File: src/rtl/riscv_fetch_queue_if.sv
// Fetch-queue handshake bundle: instruction-memory request/response channel
// plus the decode-side head-of-queue view and flush controls.
interface riscv_fetch_queue_if;
    logic        imem_req;
    logic [31:0] imem_addr;
    logic        imem_ready;
    logic        imem_rvalid;
    logic [31:0] imem_rdata;
    logic [31:0] instrF;
    logic [31:0] pcF;
    logic [31:0] pcPlus4F;
    logic        validF;
    logic        stallF;
    logic        redirect;
    logic [31:0] redirect_pc;

    modport master (
        output imem_req, imem_addr, instrF, pcF, pcPlus4F, validF,
        input  imem_ready, imem_rvalid, imem_rdata, stallF, redirect, redirect_pc
    );

    modport slave (
        input  imem_req, imem_addr, instrF, pcF, pcPlus4F, validF,
        output imem_ready, imem_rvalid, imem_rdata, stallF, redirect, redirect_pc
    );
endinterface

File: src/rtl/riscv_fetch_queue.sv
// Credit-based instruction fetch queue: issues in-order word fetches, buffers
// returned instructions with their PCs, and flushes/refetches on redirect.
module riscv_fetch_queue #(
    parameter logic [31:0] RESET_PC = 32'h0000_0000,
    parameter int          DEPTH    = 4
) (
    input  logic                       clk,
    input  logic                       rst,
    riscv_fetch_queue_if.master        fq
);
    localparam int AW = (DEPTH > 1) ? $clog2(DEPTH) : 1;
    localparam int CW = AW + 1;
    localparam int SW = CW + 2;

    typedef enum logic {IDLE, RUN} state_t;

    state_t        r_state;
    logic [31:0]   r_fetch_pc;
    logic [31:0]   r_resp_pc;
    logic [CW-1:0] r_occ;
    logic [CW-1:0] r_out;
    logic [CW-1:0] r_drop;
    logic [AW-1:0] r_head;
    logic [AW-1:0] r_tail;
    logic [31:0]   r_instr [DEPTH];
    logic [31:0]   r_pc    [DEPTH];

    logic          w_acc;
    logic          w_rsp_drop;
    logic          w_rsp_live;
    logic          w_push;
    logic          w_pop;
    logic [SW-1:0] w_credit;
    logic [31:0]   w_redir_pc;

    // Every slot is charged from request acceptance until the entry is popped
    // or its response is discarded, so the queue can never overflow.
    assign w_credit      = SW'(r_occ) + SW'(r_out) + SW'(r_drop);
    assign fq.imem_req   = (r_state == RUN) && (w_credit < SW'(DEPTH));
    assign fq.imem_addr  = r_fetch_pc;
    assign w_acc         = fq.imem_req && fq.imem_ready;
    assign w_redir_pc    = fq.redirect_pc & 32'hFFFF_FFFC;

    // Responses retire stale requests first; a response with nothing
    // outstanding at all is spurious and ignored.
    assign w_rsp_drop    = fq.imem_rvalid && (r_drop != '0);
    assign w_rsp_live    = fq.imem_rvalid && (r_drop == '0) && (r_out != '0);
    assign w_push        = w_rsp_live && !fq.redirect;

    assign fq.validF     = (r_occ != '0);
    assign w_pop         = fq.validF && !fq.stallF && !fq.redirect;
    assign fq.instrF     = fq.validF ? r_instr[r_head] : 32'h0;
    assign fq.pcF        = fq.validF ? r_pc[r_head]    : 32'h0;
    assign fq.pcPlus4F   = fq.pcF + 32'd4;

    always_ff @(posedge clk or posedge rst) begin
        if (rst) begin
            r_state    <= IDLE;
            r_fetch_pc <= RESET_PC;
            r_resp_pc  <= RESET_PC;
            r_occ      <= '0;
            r_out      <= '0;
            r_drop     <= '0;
            r_head     <= '0;
            r_tail     <= '0;
        end else begin
            case (r_state)
                IDLE:    r_state <= RUN;
                default: r_state <= RUN;
            endcase
            if (fq.redirect) begin
                // Everything in flight, including a request accepted right now,
                // belongs to the old stream and must be discarded on return.
                r_fetch_pc <= w_redir_pc;
                r_resp_pc  <= w_redir_pc;
                r_occ      <= '0;
                r_head     <= '0;
                r_tail     <= '0;
                r_out      <= '0;
                r_drop     <= r_drop + r_out + CW'(w_acc) - CW'(w_rsp_drop || w_rsp_live);
            end else begin
                if (w_acc)  r_fetch_pc <= r_fetch_pc + 32'd4;
                if (w_push) r_resp_pc  <= r_resp_pc + 32'd4;
                if (w_push) r_tail     <= r_tail + 1'b1;
                if (w_pop)  r_head     <= r_head + 1'b1;
                r_out  <= r_out + CW'(w_acc) - CW'(w_rsp_live);
                r_drop <= r_drop - CW'(w_rsp_drop);
                r_occ  <= r_occ + CW'(w_push) - CW'(w_pop);
            end
        end
    end

    always_ff @(posedge clk) begin
        if (w_push) begin
            r_instr[r_tail] <= fq.imem_rdata;
            r_pc[r_tail]    <= r_resp_pc;
        end
    end
endmodule

File: src/flat_wrapper.sv
// flat-port wrapper written by rule: the top's interface ports become plain ports
module riscv_fetch_queue_flat 
#(
    parameter logic [31:0] RESET_PC = 32'h0000_0000,
    parameter int          DEPTH    = 4
)
  (clk, rst, fq_imem_req, fq_imem_addr, fq_instrF, fq_pcF, fq_pcPlus4F, fq_validF, fq_imem_ready, fq_imem_rvalid, fq_imem_rdata, fq_stallF, fq_redirect, fq_redirect_pc);
  riscv_fetch_queue_if fq_i ();
  input  logic clk;
  input  logic rst;
  output wire logic [$bits(fq_i.imem_req)-1:0] fq_imem_req;
  output wire logic [$bits(fq_i.imem_addr)-1:0] fq_imem_addr;
  output wire logic [$bits(fq_i.instrF)-1:0] fq_instrF;
  output wire logic [$bits(fq_i.pcF)-1:0] fq_pcF;
  output wire logic [$bits(fq_i.pcPlus4F)-1:0] fq_pcPlus4F;
  output wire logic [$bits(fq_i.validF)-1:0] fq_validF;
  input wire logic [$bits(fq_i.imem_ready)-1:0] fq_imem_ready;
  input wire logic [$bits(fq_i.imem_rvalid)-1:0] fq_imem_rvalid;
  input wire logic [$bits(fq_i.imem_rdata)-1:0] fq_imem_rdata;
  input wire logic [$bits(fq_i.stallF)-1:0] fq_stallF;
  input wire logic [$bits(fq_i.redirect)-1:0] fq_redirect;
  input wire logic [$bits(fq_i.redirect_pc)-1:0] fq_redirect_pc;
  assign fq_imem_req = fq_i.imem_req;
  assign fq_imem_addr = fq_i.imem_addr;
  assign fq_instrF = fq_i.instrF;
  assign fq_pcF = fq_i.pcF;
  assign fq_pcPlus4F = fq_i.pcPlus4F;
  assign fq_validF = fq_i.validF;
  assign fq_i.imem_ready = fq_imem_ready;
  assign fq_i.imem_rvalid = fq_imem_rvalid;
  assign fq_i.imem_rdata = fq_imem_rdata;
  assign fq_i.stallF = fq_stallF;
  assign fq_i.redirect = fq_redirect;
  assign fq_i.redirect_pc = fq_redirect_pc;
  riscv_fetch_queue #(.RESET_PC(RESET_PC), .DEPTH(DEPTH)) u_core (.clk(clk), .rst(rst), .fq(fq_i));
endmodule
File: config.mk
export PLATFORM = sky130hd
export DESIGN_NAME = riscv_fetch_queue_flat
export DESIGN_NICKNAME = d
export VERILOG_FILES = /design/src/rtl/riscv_fetch_queue_if.sv /design/src/rtl/riscv_fetch_queue.sv /design/src/flat_wrapper.sv
export SDC_FILE = /design/constraint.sdc
export NUM_CORES = 1
export LEC_CHECK = 0
export BUFFER_PORTS_ARGS = -buffer_cell sky130_fd_sc_hd__buf_2
export CAP_MARGIN = 15
export CORE_UTILIZATION = 30
export CTS_BUF_LIST = sky130_fd_sc_hd__clkbuf_2
export DETAILED_ROUTE_END_ITERATION = 10
export GPL_TIMING_DRIVEN = 0
export PLACE_DENSITY = 0.49
export SYNTH_ARGS = -nofsm -noshare
export SYNTH_HDL_FRONTEND = slang
export SYNTH_SLANG_ARGS = --single-unit
export TNS_END_PERCENT = 1
File: constraint.sdc
create_clock -name clk -period 3.5 [get_ports clk]
set_clock_uncertainty 0.05 [all_clocks]
set_input_delay 0.175 -clock clk [delete_from_list [all_inputs] [get_ports clk]]
set_output_delay 0.175 -clock clk [all_outputs]
set_load 0.01 [all_outputs]
# --- Word level (Yosys, flattened, before mapping) ---
# Memory sizes are Yosys's and may differ from the RTL's.
# Index checks and enable logic that the tools add are counted.
classes:
  add_sub_neg: 15
  n_mux: 15
  magnitude_cmp: 1
  reduce_logical: 18
ops:
  columns: ["operator", "count"]
  rows:
  - ["$mux 32", 6]
  - ["$add 32x3->32 const B", 3]
  - ["$sub 3x1->3", 4]
  - ["$add 3x1->3", 3]
  - ["$mux 3", 3]
  - ["$reduce_bool 3->1", 3]
  - ["$logic_and 1x1->1", 8]
  - ["$mux 2", 4]
  - ["$reduce_bool 2->1", 3]
  - ["$add 5x3->5", 1]
  - ["$lt 5x3->1 const B", 1]
  - ["$add 2x1->2 const B", 2]
  - ["$add 3x3->4", 1]
  - ["$add 3x3->3", 1]
  - ["$logic_not 3->1", 1]
  - ["$logic_not 1->1", 2]
  - ["$mux 1", 2]
  - ["$logic_or 1x1->1", 1]
word_totals:
  reg_bits: 78
  ramBits: 256
  out_inout_bits: 130
  memories: 2
memory_table:
  columns: ["name", "depth", "word_bits", "rd", "rd_clocked_by_memory_dff", "write_ports", "line", "text"]
  rows:
  - ["u_core.r_instr", 4, 32, 1, 0, 1, "riscv_fetch_queue.sv:25", "logic [31:0] r_instr [DEPTH];"]
  - ["u_core.r_pc", 4, 32, 1, 0, 1, "riscv_fetch_queue.sv:26", "logic [31:0] r_pc [DEPTH];"]

# --- Depth between registers and ports, before layout ---
depth:
  depth_word: 8
  ltp_mapped: 13

# --- Worst setup path after synthesis ---
# OpenSTA, ideal clock, no wires.
synth_path:
  path_type: "reg2reg"
  start: "reg u_core.r_out[0]"
  end: "reg u_core.r_out[2]"
  setup_slack_ns: -0.071
  setup_time_ns: 0.132
  path_stages_with_launch: 14
  t_arrival_ns: 3.389
  required_time_ns: 3.318
  cell_sequence: "dfrtp_1 ha_1 fa_1 xor2_1 ha_1 or4b_1 a211oi_2 and3_1 clkbuf_1 ha_1 inv_1 fa_1 xnor2_1 nor2_1"
synth_via:
  elab_chain_cells: 8
synth_rtl:
  columns: ["item", "line", "text"]
  rows:
  - ["start, declared", "riscv_fetch_queue.sv:21", "logic [CW-1:0] r_out;"]
  - ["start signal, assigned", "riscv_fetch_queue.sv:86", "r_out <= r_out + CW'(w_acc) - CW'(w_rsp_live);"]
  - ["$add 3x3->4", "riscv_fetch_queue.sv:38", "assign w_credit = SW'(r_occ) + SW'(r_out) + SW'(r_drop);"]
  - ["$add 5x3->5", "riscv_fetch_queue.sv:38", null]
  - ["$lt 5x3->1", "riscv_fetch_queue.sv:39", "assign fq.imem_req = (r_state == RUN) && (w_credit < SW'(DEPTH));"]
  - ["$logic_and 1x1->1", "riscv_fetch_queue.sv:39", null]
  - ["$logic_and 1x1->1", "riscv_fetch_queue.sv:41", "assign w_acc = fq.imem_req && fq.imem_ready;"]
  - ["$add 3x1->3", "riscv_fetch_queue.sv:86", null]
  - ["$sub 3x1->3 (*)", "riscv_fetch_queue.sv:86", null]
  - ["$mux 3 (*)", "riscv_fetch_queue.sv:71", "if (fq.redirect) begin"]
# Mark *: on every way between the ends. The rest lies on a longest branch, timed or not.
# A chain may end at the register's enable or synchronous reset.

# --- Final worst setup path ---
layout_path:
  start: "reg u_core.r_head[0]"
  end: "out fq_pcPlus4F[26]"
layout_via:
  elab_chain_cells: 3
layout_rtl:
  columns: ["item", "line", "text"]
  rows:
  - ["start, declared", "riscv_fetch_queue.sv:23", "logic [AW-1:0] r_head;"]
  - ["start signal, assigned", "riscv_fetch_queue.sv:85", "if (w_pop) r_head <= r_head + 1'b1;"]
  - ["$mem_v2 4x32", null, null]
  - ["$mux 32", "riscv_fetch_queue.sv:53", "assign fq.pcF = fq.validF ? r_pc[r_head] : 32'h0;"]
  - ["$add 32x3->32", "riscv_fetch_queue.sv:54", "assign fq.pcPlus4F = fq.pcF + 32'd4;"]
  - ["end, declared", "flat_wrapper.sv:15", "output wire logic [$bits(fq_i.pcPlus4F)-1:0] fq_pcPlus4F;"]
# No other way between the ends.

==> flow_summary.toml <==
[floorplanning]
chipWidth_microns = 221.5
rows = 80
die_h_microns = 221.5
start_util_pct = 30.34
die_area_sq_um = 49060
core_sq_um = 47650
pin_count = 200

[drt]
drt_wl_total_mm = 40.13
vias = 10100
drt-pass1-iter-count = 5
initialDrtViolationCount = 658
vias_per_cell = 4.817
wl_per_cell_microns = 19.14
antenna_left = 0
drc = 0

[clock_tree]
clockRootBuffer = "clkbuf_2"
cts_max_level = 3
insertion_delay_ps = 960
ctsLongestPathBuffers = 3
clk_pin_slew_ps = 100
cts_tree = "built"
numClockSinks = 322
cts_made_buffers = 83

[logic_synthesis]
synth_most_common_cell = "edfxtp_1"
ys.flop_type = "edfxtp_1"
ys_ff_latch = 322
synth_area_sq_um = 14450
syn_area_per_cell_sq_um = 14.82
seq_area_frac_synth_pct = 64.34
synth_common_cells = "edfxtp_1, dfrtp_1, and2_1"
yosys.area.top_type = "edfxtp_1"
synth_edf_count = 248
netlist_top_cells_area = "edfxtp_1, dfrtp_1, mux4_2, and2_1, xor2_1"
synth_top_cell_area_share_pct = 51.52
yosysWarnings = 0
synthArstFlopShare_pct = 22.98
synthCells = 975
ys_types = 49

[power]
leakage_uw = 0.007206
peakVddDrop_mv = 0.2642
power_density_nw_per_um2 = 548.8

[timing]
slew_violations = 0
timing.hold.ws_ps = 176.8
max_slew.worst_pin.slew_ps = 768.7
hold_violations = 0
worst_slack_ps = -356.6
max_freq_mhz = 259.3
setup_viol = 31
min_period_ps = 3857
post-route-period-util_pct = 110.2
timing.slew.headroom_pct = 48.36
grt_setup_unrepaired = "yes"

[grt]
grt_overflow_total = 0
grt_use_total_pct = 16.73
first_global_vias = 10670
grt_max_degree = 53
antenna_found_initial = 2
grt_pass1_wl_mm = 62.36

[critical_path]
rr_endpoint = "u_core.r_drop[1]"
worstReg2RegStart = "u_core.r_occ[0]"
reg2reg_depth = 14
ff2ff_setup_slack_ps = -160
end_kind = "primary output"
start_kind = "flip-flop"
cp.arrival_ps = 3630
crit_start = "u_core.r_head[0]"
crit_type = "reg2out"
cp_max_fo = 5
cp-endpoint = "fq_pcPlus4F[26]"
critPathRequiredTime_ps = 3270

[placement]
gp_congestion = 0.8750
place_area_sq_um = 16350
post-place-ws_ps = -1101
port_buffers = 191
hpwl_mm = 26.65

[run_status]
violations = "negative setup slack"
status = "finished with violations"

[hold_path]
hp-class = "in2reg"
hold_depth = 5

[layout]
nets = 1508
final_cell_area_sq_um = 19050
final_core_util_pct = 39.99
syn_to_final_growth_pct = 31.81
drive_gt1_share_pct = 32.90

[flow_run]
maxCapViolations = 0
## registers in the layout (all words and copies together) (netlist names)
| register | cells |
|---|---|
| u_core.r_instr | 128 |
| u_core.r_pc | 120 |
| u_core.fq.imem_addr | 30 |
| u_core.r_resp_pc | 30 |
| u_core.r_drop | 3 |
| u_core.r_occ | 3 |
| u_core.r_out | 3 |
| u_core.r_head | 2 |
| u_core.r_tail | 2 |
| u_core.r_state | 1 |
## cells in the final DEF (no fill, tap or decap), types with 11 or more instances in the layout
master	n
nand4_1	36
mux4_2	61
clkinv_1	23
buf_4	20
a31oi_1	23
or4_1	11
a21oi_1	26
inv_1	28
nand2_1	33
and2_1	65
or3_1	11
buf_6	12
dfrtp_1	71
clkbuf_2	120
o31ai_1	13
ha_1	18
xnor2_1	25
clkbuf_1	18
xor2_1	34
nor2_1	51
and3_1	12
buf_2	193
dlygate4sd3_1	137
nand3_1	32
edfxtp_1	248
## cells by family (layout without fill, tap and decap cells)
family                     count (synthesis)  after routing  synth area share, %
and+or+nand+nor                          313            313                12.08
buffers and inverters                     86            583                2.562
xor gates and xnor gates                  65             65                4.043
AOI/OAI and AO/OA                         92             92                4.043
adders and majority gates                 25             25                2.424
other                                      2             12              0.05196
DFF                                      322            322                64.34
muxes                                     70             70                10.46
## metal layers
layer  share of wire, %  GRT usage, %  vias to the layer above
li1                   -             -                     4665
met1                 45         22.47                     4978
met2                 46         26.31                      379
met3                6.1         3.923                       80
met4                2.7         6.340                        0
met5                  0             0                        -
## what timing repair did
action,CTS,global route
setup endpoints to repair,123,86
gates resized for setup,78,63
buffers inserted,14,2
endpoints found under the hold margin,315,0
pin swaps,15,27
hold buffers,137,0
## final cells by class
type	count	area [sq um]
diodes	5	12.51
clock inverters	31	198.9
clock buffers	118	590.6
inverters	32	126.4
fillers	4629	28590
well taps	615	769.5
plain buffers	52	460.4
flip-flops and latches	322	9303
multi-input cells	572	4975
repair buffers	350	2616
## power breakdown
group / switching [uW] / internal, uW
Combinational: 1710 / 1580
Sequential: 204 / 4290
Clock: 1550 / 1130
## critical path, stage by stage (launching register included)
cell and delay (ps):
dfrtp_2 460, buf_4 150, mux4_2 390, nand4_1 200
or4_4 630, or4_4 570, xnor2_2 150, buf_2 150
## through the flow
stage / setup TNS (ps) / total power (uW) / std cells
2_1_floorplan: 0 / 6275 / 980
3_3_place_gp: -340040 / 7341 / 1786
3_5_place_dp: -26800 / 7369 / 1792
4_1_cts: -15510 / 10520 / 2090
5_1_grt: -13920 / 11110 / 2097
6_report: -4548 / 10460 / 2097
## worst min path at each step
stage / start / endpoint / slack [ps]
after floorplan: fq_imem_rdata[0] / u_core.r_instr[0][0] / 220
after global placement: fq_imem_rdata[18] / u_core.r_instr[3][18] / 340
after detailed placement: rst / u_core.fq.imem_addr[27] / 200
after CTS: fq_redirect / u_core.fq.imem_addr[31] / 20
after global routing: fq_redirect / u_core.fq.imem_addr[2] / 40
final: fq_redirect / u_core.fq.imem_addr[31] / 180
(Power assumes the default switching activity.)
